$ cat config.mk
export PLATFORM = sky130hd
export DESIGN_NAME = mem_arbiter
export DESIGN_NICKNAME = d
export VERILOG_FILES = /design/src/rtl/mem_arbiter.sv
export SDC_FILE = /design/constraint.sdc
export NUM_CORES = 1
export LEC_CHECK = 0
export CAP_MARGIN = 40
export CORE_UTILIZATION = 33
export CTS_BUF_LIST = sky130_fd_sc_hd__clkbuf_16
export CTS_CLUSTER_DIAMETER = 120
export DETAILED_ROUTE_END_ITERATION = 8
export GPL_TIMING_DRIVEN = 0
export PLACE_DENSITY = 0.86
export SLEW_MARGIN = 30
export SYNTH_ARGS = -nofsm -noshare
export SYNTH_HDL_FRONTEND = slang
export SYNTH_SLANG_ARGS = --single-unit
$ cat constraint.sdc
create_clock -name clk -period 1.6 [get_ports clk]
set_clock_uncertainty 0.05 [all_clocks]
set_input_delay 0.4 -clock clk [delete_from_list [all_inputs] [get_ports clk]]
set_output_delay 0.4 -clock clk [all_outputs]
set_load 0.05 [all_outputs]
$ cat src/rtl/mem_arbiter.sv
// mem_arbiter: two-requester valid/ready arbiter and single-access sequencer for the unified memory.
// Optional MEM_ARB_ALIGN_CHECK_EN rejects misaligned half/word requests with rsp_err instead of accessing memory.
module mem_arbiter #(
  parameter int ADDR_W = 8,
  parameter int PRIO_FIXED = 0
) (
  input  logic                clk,
  input  logic                rst_n,
  input  logic [1:0]          req_valid,
  output logic [1:0]          req_ready,
  input  logic [1:0]          req_we,
  input  logic [2*ADDR_W-1:0] req_addr,
  input  logic [3:0]          req_be,
  input  logic [63:0]         req_wdata,
  output logic [1:0]          rsp_valid,
  input  logic [1:0]          rsp_ready,
  output logic [31:0]         rsp_rdata,
  output logic                rsp_err,
  output logic                mem_enable,
  output logic                mem_write_enable,
  output logic [ADDR_W-1:0]   mem_addr,
  output logic [1:0]          mem_byte_enable,
  output logic [31:0]         mem_wdata,
  output logic                mem_wdata_oe,
  input  logic [31:0]         mem_rdata
);
  typedef enum logic [1:0] {IDLE, ACCESS, CAPTURE, RESP} state_t;
  state_t state;
  logic owner, last_grant, win, bad, sel_we;
  logic [ADDR_W-1:0] sel_addr;
  logic [1:0] sel_be;
  logic [31:0] sel_wdata;
  always_comb begin
    win = req_valid == 2'b10 || (req_valid == 2'b11 && PRIO_FIXED == 0 && !last_grant);
    sel_we = win ? req_we[1] : req_we[0];
    sel_addr = win ? req_addr[2*ADDR_W-1:ADDR_W] : req_addr[ADDR_W-1:0];
    sel_be = win ? req_be[3:2] : req_be[1:0];
    sel_wdata = win ? req_wdata[63:32] : req_wdata[31:0];
    req_ready = (state == IDLE && |req_valid) ? {win, !win} : 2'b00;
  end
`ifdef MEM_ARB_ALIGN_CHECK_EN
  assign bad = sel_be[1] ? |sel_addr[1:0] : sel_be[0] & sel_addr[0];
`else
  assign bad = 1'b0;
`endif
  // Memory outputs default to 0 every cycle so they are only non-zero during ACCESS.
  always_ff @(posedge clk or negedge rst_n)
    if (!rst_n) begin
      state <= IDLE;
      owner <= 1'b0;
      last_grant <= 1'b1;
      rsp_valid <= 2'b00;
      rsp_rdata <= '0;
      rsp_err <= 1'b0;
      mem_enable <= 1'b0;
      mem_write_enable <= 1'b0;
      mem_addr <= '0;
      mem_byte_enable <= 2'b00;
      mem_wdata <= '0;
      mem_wdata_oe <= 1'b0;
    end else begin
      mem_enable <= 1'b0;
      mem_write_enable <= 1'b0;
      mem_addr <= '0;
      mem_byte_enable <= 2'b00;
      mem_wdata <= '0;
      mem_wdata_oe <= 1'b0;
      case (state)
        IDLE: if (|req_valid) begin
          owner <= win;
          last_grant <= win;
          rsp_rdata <= '0;
          rsp_err <= bad;
          state <= bad ? RESP : ACCESS;
          rsp_valid <= bad ? {win, !win} : 2'b00;
          mem_enable <= !bad;
          mem_write_enable <= !bad && sel_we;
          mem_addr <= bad ? '0 : sel_addr;
          mem_byte_enable <= bad ? 2'b00 : sel_be;
          mem_wdata <= bad ? '0 : sel_wdata;
          mem_wdata_oe <= !bad && sel_we;
        end
        ACCESS: begin
          state <= mem_write_enable ? RESP : CAPTURE;
          rsp_valid <= mem_write_enable ? {owner, !owner} : 2'b00;
        end
        CAPTURE: begin
          rsp_rdata <= mem_rdata;
          rsp_valid <= {owner, !owner};
          state <= RESP;
        end
        RESP: if (rsp_ready[owner]) begin
          rsp_valid <= 2'b00;
          rsp_err <= 1'b0;
          state <= IDLE;
        end
        default: state <= IDLE;
      endcase
    end
endmodule

; Word level (Yosys, flattened, before mapping)
; Index checks and enable logic that the tools add are counted.
; Widths: inputs -> output; s select.
[totals]
ff_bits = 83
wordCells = 62
[op_classes]
magnitude_cmp = 1
n_eq_ne = 7
mux = 29
reduce_logical = 14
[op_table]
columns = operator, count
row1 = $mux 32, 4
row2 = $pmux 32 s2, 1
row3 = $mux 8, 3
row4 = $mux 2, 8
row5 = $pmux 2 s4, 2
row6 = $mux 1, 10
row7 = $eq 2x2->1 const B, 4
row8 = $reduce_and 2->1, 3
row9 = $reduce_bool 2->1, 2
row10 = $logic_not 1->1, 3
row11 = $reduce_and 3->1, 1
row12 = $eq 2x1->1 const B, 1
row13 = $logic_and 1x1->1, 2
row14 = $logic_not 2->1, 1
row15 = $lt 1x2->1 const B, 1
row16 = $ne 2x1->1 const B, 1
row17 = $ne 2x2->1 const B, 1
row18 = $pmux 1 s2, 1
row19 = $reduce_or 2->1, 1
row20 = $logic_or 1x1->1, 1

; Logic depth before layout (Yosys ltp)
; Gate-level depths: netlist (run 1).
[logic_depth]
word_depth = 6
depth_mapped = 7
mapped_depth_nobuf = 5

; Worst setup path before layout (run 1)
; Ideal clock, no wire load.
[synth_path]
kind = reg2out
start = reg last_grant
end = out req_ready[0]
arrival_time_ps = 1202
t_required_ps = 1150
path_slack_ps = -52
path_stages_with_launch = 4
path_buffers = 1
cell_sequence = dfstp_2 -> nand2b_4 -> and3_4 -> buf_2
[synth_via]
elab_chain_len = 5
[synth_lines]
columns = element, line
row1 = from (decl), 29  ; logic owner, last_grant, win, bad, sel_we;
row2 = from (signal assigned), 71  ; last_grant <= win;
row3 = $logic_not 1->1, 34  ; win = req_valid == 2'b10 || (req_valid == 2'b11 && PRIO_FIXED == 0 && !last_grant);
row4 = $logic_and 1x1->1, 34
row5 = $logic_or 1x1->1, 34
row6 = $logic_not 1->1, -
row7 = $mux 2, 39  ; req_ready = (state == IDLE && |req_valid) ? {win, !win} : 2'b00;
row8 = to (decl), 10  ; output logic [1:0] req_ready,
; Every way passes these cells.

; Final worst setup path (run 1)
; Ends and elaborated chain as after synthesis.

==> impl_metrics.csv, run 1 <==
group,metric,value,unit
global_routing,grt_start_max_net_pins,48,
layout,drive_above_1_share,0.327,
sta,rsz0062_at_grt,"true",
worst_setup_path,arrival,1.44,ns
outcome,outcome,"finished, violations left",
synthesis,yosys.area.top_type,"dfrtp_1",
cts,htreeDepth,3,
floorplanning,fp.dieH,101,um
synthesis,synth_warnings,0,
floorplanning,start_util,0.344,
synthesis,synth_area,0.00322,mm2
synthesis,synth-compound-area-share,0.229,
worst_setup_path,required,1.15,ns
drt,wire_per_inst,17.0,um
global_routing,grt_pass1_vias,2915,
cts,clock_path_buffers,2,
sta,fin_crit,1.89,ns
synthesis,synth_flop_cell,"dfrtp_1",
power,switchingPower,4.76,mW
power,internal_power,6.07,mW
synthesis,synth_mux_area_frac,0.0136,
cts,clkLatencyLatePin,0.32,ns
sta,fmax,528,MHz
run,drv_cap,0,
drt,dr.first_iter.drc_count,48,
cts,cts.sinks,82,
synthesis,syn_nets,341,
layout,nNetsFinal,570,
place,numPortBuffers,203,
global_routing,grt_overflow,0,
cts,cts_root_buf,"clkbuf_16",
power,p_clk_frac,0.176,
synthesis,synth_seq_area_share,0.637,
synthesis,synth_top_family_by_area,"compound AO/OA/AOI/OAI gates",
layout,fin_util,0.627,
sta,finalWorstSetupSlack,-0.295,ns
synthesis,synth.most_common_cell,"dfrtp_1",
global_routing,grt_usage,0.191,
synthesis,synth_edf_count,0,
drt,vias,2792,
power,pwr-share-comb,0.543,
outcome,violations,"setup timing",
sta,finalSetupTns,-5.05,ns
synthesis,yosysUniqueCellTypes,30,
place,place_congestion,0.762,
worst_setup_path,cp_max_fo,3,
global_routing,grt_pass1_wl,14800,um
layout,nFillCells,743,
sta,hold_violations,0,
power,power_frac_seq,0.282,
power,p_leak,2.66,nW
layout,syn_to_final_growth,82.4,%
synthesis,ys_async_sr_fraction,1.00,
synthesis,yosys_register_bits,82,
layout,diodes,0,
worst_setup_path,rr_startpoint,"state[1]",
synthesis,synthAdderAreaFrac,0.0155,
synthesis,yosys-top-cells-count,"dfrtp_1, a22o_1, buf_2, nor2b_1, a32oi_1",
power,peakVddDrop,0.945,mV
drt,ant_nets,0,
floorplanning,io-pin-count,206,
floorplanning,design.core.area,0.00937,mm2
floorplanning,dieArea,0.0102,mm2
drt,vias_per_cell,4.85,
floorplanning,rows,35,
place,dp_hpwl,7390,um
drt,firstDrtPassIters,6,
synthesis,synthCells,213,
power,p_per_area,1840,mW/mm2
synthesis,synth-xor-area-share,0,
sta,slew_violations,0,
min_path,hold_path_class,"input port to flip-flop",
power,p_sw_frac,0.440,
sta,finalSetupViolCount,32,
synthesis,synthTopCellsByArea,"dfrtp_1, a22o_1, buf_12",
sta,hold_ws,0.389,ns
cts,tritoncts,"yes",
worst_setup_path,critPathKind,"flip-flop to primary output",
floorplanning,die_w,101,um
cts,numCtsBuffers,9,
synthesis,synth_top_area_share,0.629,
sta,fin_crit_sh,1.18,
cts,clk_transition_reported_paths,0.06,ns
min_path,min_from,"req_valid[0]",
worst_setup_path,cp-end-kind,"primary output",
place,preCtsSetupSlack,-1.39,ns
synthesis,synth-simple-area-share,0.0369,
worst_setup_path,critPathLaunchType,"flip-flop",
drt,drc_errors,0,
drt,routed_wl,9790,um
synthesis,synth_area_per_cell,15.1,um2
global_routing,antenna_found_initial,0,
worst_setup_path,cp-startpoint,"last_grant",
routing by layer:
metal | part of all wire | vias up | global-route usage
met4 | 0.023 | 0 | 0.0624
met3 | 0.055 | 19 | 0.0485
met1 | 0.40 | 1396 | 0.235
met5 | 0 | - | 0
met2 | 0.52 | 112 | 0.329
li1 | - | 1265 | -
cells by family after synthesis:
family,count (synthesis)
buffers and inverters,23
flip-flops,82
AND/OR/NAND/NOR,15
AO/OA/AOI/OAI,84
other,1
adder cells (fa/ha/maj),4
multiplexers,4
worst max-delay path, stage by stage, from the launching register on:
cell and delay [ns]:
dfstp_2 0.56, nand2b_4 0.13, and3_4 0.19, buf_8 0.10, buf_8 0.13
power by group through the flow:
stage                     Clock [mW]  Sequential (mW)  Combinational (mW)
after floorplan                    0             5.16                1.73
after global placement             0             3.06                5.71
after detailed placement           0             3.10                5.83
after CTS                       1.95             3.06                5.78
after global routing            2.08             3.12                6.16
final                           1.90             3.05                5.87
sequential cells by signal (all words and copies together), names as in the netlist:
register and flops:
mem_enable 1, mem_wdata 32, mem_wdata_oe 1, rsp_rdata 32
mem_addr 8, rsp_valid 2, state 2, owner 1
last_grant 1, mem_byte_enable 2
area by class of cell:
class / count / area [um2] / area share
buffer: 18 / 189 / 0.0321
clock buffer: 9 / 225 / 0.0383
clock inverter: 7 / 51.3 / 0.00873
inverter: 3 / 11.3 / 0.00192
multi-input combinational: 108 / 983 / 0.167
sequential: 82 / 2050 / 0.349
tap: 129 / 161 / 0.0275
timing repair buffer: 220 / 2200 / 0.375
metrics by stage:
step                      instances  instance area, um2  total power, mW
after floorplan                 213                3230             6.88
after global placement          545                5430             8.77
after detailed placement        546                5460             8.93
after CTS                       568                5870             10.8
after global routing            576                5880             11.4
final                           576                5880             10.8
worst paths after layout:
check,endpoint,depth (start not counted),slack [ns]
min in group asynchronous,rsp_rdata[6],2,0.48
worst min register to register,rsp_rdata[18],1,0.46
worst min-delay path,mem_wdata[21],3,0.39
worst max register to register,rsp_rdata[31],7,-0.16
max in group asynchronous,last_grant,3,0.43
worst max-delay path,req_ready[0],4,-0.29
placed cells by master, fill, tap and decap left out, drive strengths merged:
cell,count
clkdlybuf4s50,120
dfrtp,81
a22o,69
clkdlybuf4s15,65
buf,36
clkbuf,25
nor2b,7
a32oi,6
inv,6
ha,4
mux2,3
clkinv,3
a21o,2
nand2b,2
nor3b,2
a21oi,2
and3,1
a21boi,1
and2,1
o21ai,1
o21bai,1
mux2i,1
or3,1
a221o,1
o211a,1
and3b,1
conb,1
clkinvlp,1
dlygate4sd3,1
dfstp,1
repair_timing:
| item | in CTS | in global routing |
|---|---|---|
| hold buffers | 1 | 0 |
| pin swaps | 2 | 4 |
| endpoints found under the setup margin | 156 | 69 |
| endpoints found under the hold margin | 35 | 0 |
| resized for setup | 250 | 20 |
| setup buffers | 6 | 9 |
| gates cloned | 0 | 0 |
No activity file was read; power rests on OpenSTA's default activity.
==> run 2, diff against run 1 <==
--- a/config.mk
+++ b/config.mk
@@ -7,7 +7,6 @@
 export LEC_CHECK = 0
 export CAP_MARGIN = 40
 export CORE_UTILIZATION = 33
-export CTS_BUF_LIST = sky130_fd_sc_hd__clkbuf_16
 export CTS_CLUSTER_DIAMETER = 120
 export DETAILED_ROUTE_END_ITERATION = 8
 export GPL_TIMING_DRIVEN = 0
==> run 2 against run 1 <==
Net effect:
- routed wire length is 0.36% higher
- final cell count stayed put
- register-to-register slack is essentially flat
- combinational power rose by 1%
- global-route usage is 0.19 points higher
- the run still ends with setup timing left
==> impl_metrics.csv, run 2 (synthesis results as in run 1) <==
group,metric,value,unit
cts,cts_root_buf,"clkbuf_8",
worst_setup_path,cp-end-kind,"primary output",
worst_setup_path,required,1.15,ns
power,p_total,10.4,mW
place,place_congestion,0.762,
worst_setup_path,cp_max_fo,3,
outcome,violations,"setup timing",
cts,clock_path_buffers,2,
run,drv_cap,0,
global_routing,antenna_found_initial,0,
worst_setup_path,crit_top_cell,"buf_8",
floorplanning,dieArea,0.0102,mm2
place,dp_hpwl,7390,um
drt,vias_per_cell,4.79,
cts,clkLatencyLatePin,0.34,ns
cts,cts.sinks,82,
worst_setup_path,critPathLaunchType,"flip-flop",
worst_setup_path,path_buf_inv,2,
sta,rsz0062_at_grt,"true",
cts,htreeDepth,3,
drt,ant_nets,0,
global_routing,grt_usage,0.193,
layout,diodes,0,
sta,hold_violations,0,
power,peakVddDrop,0.973,mV
cts,numCtsBuffers,9,
power,p_per_area,1770,mW/mm2
drt,vias,2757,
layout,syn_to_final_growth,81.9,%
sta,fin_crit,1.92,ns
global_routing,grt_pass1_wl,14800,um
min_path,hold_path_class,"input port to flip-flop",
worst_setup_path,critPathSlowestCell,"dfstp_2",
worst_setup_path,arrival,1.47,ns
drt,dr.first_iter.drc_count,45,
worst_setup_path,path_delay_family,"flip-flops",
floorplanning,design.core.area,0.00937,mm2
drt,firstDrtPassIters,4,
layout,drive_above_1_share,0.336,
layout,top_regs,"mem_wdata: 32 flops, rsp_rdata: 32 flops, mem_addr: 8 flops",
place,preCtsSetupSlack,-1.39,ns
global_routing,grt_overflow,0,
sta,fin_crit_sh,1.20,
drt,drc_errors,0,
global_routing,grt_start_max_net_pins,48,
cts,tritoncts,"yes",
floorplanning,fp.dieH,101,um
power,p_leak,2.61,nW
drt,routed_wl,9820,um
floorplanning,die_w,101,um
floorplanning,start_util,0.344,
sta,finalSetupViolCount,32,
sta,finalWorstSetupSlack,-0.323,ns
global_routing,grt_pass1_vias,2921,
place,numPortBuffers,203,
sta,slew_violations,0,
layout,mostFrequentLayoutCells,"clkdlybuf4s50_1, dfrtp_1, clkdlybuf4s15_2",
worst_setup_path,crit_chain,"nand2b_4 -> and3_4 -> buf_8 -> buf_8",
outcome,outcome,"finished, violations left",
worst_setup_path,critPathKind,"flip-flop to primary output",
floorplanning,rows,35,
worst_setup_path,max_stage_delay,0.58,ns
sta,fmax,520,MHz
cts,clk_transition_reported_paths,0.09,ns
layout,nNetsFinal,570,
drt,wire_per_inst,17.0,um
layout,nFillCells,748,
floorplanning,io-pin-count,206,
layout,final_common_cell,"clkdlybuf4s50_1",
-- run 2: report_power, final --
part / switching, mW / leakage [nW] / internal (mW)
clock network: 0.787 / 0.0937 / 0.624
logic: 3.61 / 1.43 / 2.33
registers: 0.314 / 1.08 / 2.73
total: 4.71 / 2.61 / 5.69
-- run 2: path summary, 6_finish.rpt --
check | start | slack [ns] | end | depth (start not counted)
min in group asynchronous | rst_n | 0.45 | rsp_rdata[5] | 2
min | req_valid[0] | 0.37 | mem_wdata[21] | 3
max in group asynchronous | rst_n | 0.45 | last_grant | 3
min reg2reg | rsp_rdata[18] | 0.46 | rsp_rdata[18] | 1
max | last_grant | -0.32 | req_ready[0] | 4
max reg2reg | state[1] | -0.17 | rsp_rdata[31] | 7
-- run 2: area by class of cell --
class | count | area (um2) | share of cell area
buffer | 18 | 196 | 0.0335
clock buffer | 10 | 138 | 0.0235
clock inverter | 6 | 47.5 | 0.00811
inverter | 3 | 11.3 | 0.00192
multi-input combinational | 108 | 986 | 0.168
sequential | 82 | 2050 | 0.350
tap | 129 | 161 | 0.0275
timing repair buffer | 220 | 2270 | 0.387
-- run 2: tightest hold or removal path: stages --
cell	delay, ns
buf_6	0.12
a32oi_1	0.10
nor2b_1	0.10
-- run 2: repair_timing --
item	in CTS	in global routing
pin swaps	2	4
buffers inserted	6	9
gates resized for setup	265	17
endpoints found under the setup margin	156	61
hold buffers	1	0
endpoints found under the hold margin	35	0
-- run 2: per-layer routing --
metal / part of all wire / wire [um] / global-route usage
met4: 0.025 / 242 / 0.0858
met1: 0.40 / 3940 / 0.242
met3: 0.053 / 523 / 0.0395
met5: 0 / 0 / 0
met2: 0.52 / 5120 / 0.323
-- run 2: through the flow --
step	TNS (ns)	utilization	cells	instance area [um2]	hold WS, ns
after floorplan	0	-	213	3230	0.0544
after global placement	-255.82	0.579	545	5430	0.440
after detailed placement	-33.05	0.582	546	5460	0.264
after CTS	-3.48	0.619	568	5800	0.353
after global routing	-8.57	0.626	576	5860	0.379
final	-5.40	0.626	576	5860	0.369
==> run 3, diff against run 2 <==
--- a/config.mk
+++ b/config.mk
@@ -11,6 +11,8 @@
 export DETAILED_ROUTE_END_ITERATION = 8
 export GPL_TIMING_DRIVEN = 0
 export PLACE_DENSITY = 0.86
+export SETUP_SLACK_MARGIN = 0.5
+export SKIP_CTS_REPAIR_TIMING = 1
 export SLEW_MARGIN = 30
 export SYNTH_ARGS = -nofsm -noshare
 export SYNTH_HDL_FRONTEND = slang
==> constraint.sdc (replaced) <==
create_clock -name clk -period 1.6 [get_ports clk]
set_clock_uncertainty 0.05 [all_clocks]
set_input_delay 0.24 -clock clk [delete_from_list [all_inputs] [get_ports clk]]
set_output_delay 0.24 -clock clk [all_outputs]
set_load 0.05 [all_outputs]
==> run 3 against run 2 <==
Net effect:
- the flow still finishes with violations (setup timing)
- sequential power rose by 5%
- core utilization rose by 5.8 points
- sequential cell count did not move
- first-iteration DRC count rose by 29%
- largest cell class unchanged
==> impl_metrics.csv, run 3 (synthesis results as in run 1) <==
group,metric,value,unit
global_routing,grt_pass1_wl,14800,um
worst_setup_path,ff2ff_path_depth,7,
worst_setup_path,cp-end-kind,"primary output",
run,drv_cap,0,
sta,rsz0062_at_grt,"true",
worst_setup_path,r2r-end,"rsp_rdata[5]",
sta,fmax,544,MHz
worst_setup_path,critPathSlowestCell,"dfrtp_1",
sta,finalWorstSetupSlack,-0.237,ns
global_routing,antenna_found_initial,0,
drt,routed_wl,11200,um
outcome,violations,"setup timing",
drt,drc_errors,0,
worst_setup_path,rr_startpoint,"state[1]",
floorplanning,fp.dieH,101,um
min_path,hold_path_class,"input port to flip-flop",
sta,fin_crit_sh,1.15,
layout,final_common_cell,"clkdlybuf4s50_1",
floorplanning,die_w,101,um
power,peakVddDrop,1.04,mV
place,place_congestion,0.742,
outcome,outcome,"finished, violations left",
place,preCtsSetupSlack,-1.17,ns
sta,finalSetupTns,-4.65,ns
drt,vias,2942,
floorplanning,dieArea,0.0102,mm2
global_routing,grt_start_max_net_pins,50,
place,placed_cell_area,0.00556,mm2
layout,nNetsFinal,604,
power,p_leak,3.04,nW
sta,finalSetupViolCount,37,
sta,slew_violations,0,
worst_setup_path,path_buf_inv,4,
min_path,hold_path_depth,3,
layout,mostFrequentLayoutCells,"clkdlybuf4s50_1, buf_6, dfrtp_1",
cts,cts_root_buf,"clkbuf_8",
worst_setup_path,critPathLaunchType,"flip-flop",
place,numPortBuffers,203,
layout,drive_above_1_share,0.391,
worst_setup_path,crit_top_cell,"buf_12",
worst_setup_path,max_stage_delay,0.42,ns
cts,numCtsBuffers,9,
worst_setup_path,arrival,1.55,ns
layout,final_area,0.00641,mm2
global_routing,grt_pass1_vias,2869,
drt,dr.first_iter.drc_count,58,
cts,htreeDepth,3,
sta,hold_ws,0.147,ns
layout,diodes,0,
worst_setup_path,required,1.31,ns
sta,hold_violations,0,
layout,fin_util,0.684,
floorplanning,start_util,0.344,
cts,clkLatencyLatePin,0.33,ns
worst_setup_path,critPathKind,"flip-flop to primary output",
drt,wire_per_inst,18.4,um
global_routing,grt_overflow,0,
power,p_per_area,1910,mW/mm2
place,dp_hpwl,7720,um
floorplanning,design.core.area,0.00937,mm2
worst_setup_path,path_delay_family,"buffers and inverters",
min_path,hold_end,"mem_enable",
cts,tritoncts,"yes",
sta,fin_crit,1.84,ns
drt,vias_per_cell,4.82,
worst_setup_path,cp.depth,6,
worst_setup_path,regToRegSetupSlack,-0.18,ns
worst_setup_path,crit_chain,"inv_2 -> ha_4 -> and2_4 -> buf_12 -> buf_12 -> buf_12",
layout,top_regs,"mem_wdata: 32 flops, rsp_rdata: 32 flops, mem_addr: 8 flops",
drt,ant_nets,0,
drt,firstDrtPassIters,6,
cts,clk_transition_reported_paths,0.08,ns
floorplanning,io-pin-count,206,
cts,clock_path_buffers,2,
floorplanning,rows,35,
cts,cts.sinks,82,
worst_setup_path,cp_max_fo,5,
layout,syn_to_final_growth,98.9,%
min_path,min_from,"req_valid[0]",
global_routing,grt_usage,0.196,
-- run 3: cell types whose count changed in the layout (fill, tap and decap cells not counted), sizes merged --
cell / before / now
dlymetal6s2s: 0 / 1
clkinv: 2 / 1
clkinvlp: 1 / 2
bufinv: 0 / 1
inv: 6 / 4
dlygate4sd2: 1 / 0
clkdlybuf4s18: 3 / 0
buf: 36 / 146
clkdlybuf4s15: 72 / 0
-- run 3: layout make-up --
class                           count  area [um2]
Sequential cell                    82        2060
Fill cell                         691        2960
Clock inverter                      5        62.6
Multi-Input combinational cell    108        1030
Tap cell                          129         161
Buffer                             20         289
Timing Repair Buffer              252        2660
Inverter                            3        11.3
Clock buffer                       11         141
-- run 3: report_power, final --
group	switching [mW]	internal (mW)
sequential	0.463	2.74
combinational	3.93	3.56
clock	0.771	0.774
-- run 3: worst max path at each step --
stage,start,to,slack [ns]
3_3_place_gp,rst_n,mem_wdata_oe,-2.88
3_5_place_dp,req_valid[1],req_ready[1],-1.17
2_1_floorplan,state[0],rsp_rdata[0],0.06
6_report,state[1],req_ready[1],-0.24
5_1_grt,state[1],req_ready[1],-0.30
4_1_cts,req_valid[1],req_ready[1],-1.17
-- run 3: per-layer routing --
metal	GRT usage	vias to the layer above	wire, um
li1	-	1326	-
met2	0.368	124	6260
met5	0	-	0
met3	0.0596	20	653
met4	0.0669	0	257
met1	0.206	1472	4050
-- run 3: stage by stage --
step	instances	power [mW]
2_1_floorplan	213	7.18
3_3_place_gp	545	9.13
3_5_place_dp	546	9.30
4_1_cts	562	10.9
5_1_grt	610	12.8
6_report	610	12.2
-- run 3: worst min-delay path: stages --
cell	delay [ns]
buf_6	0.13
o21ai_2	0.08
inv_1	0.05
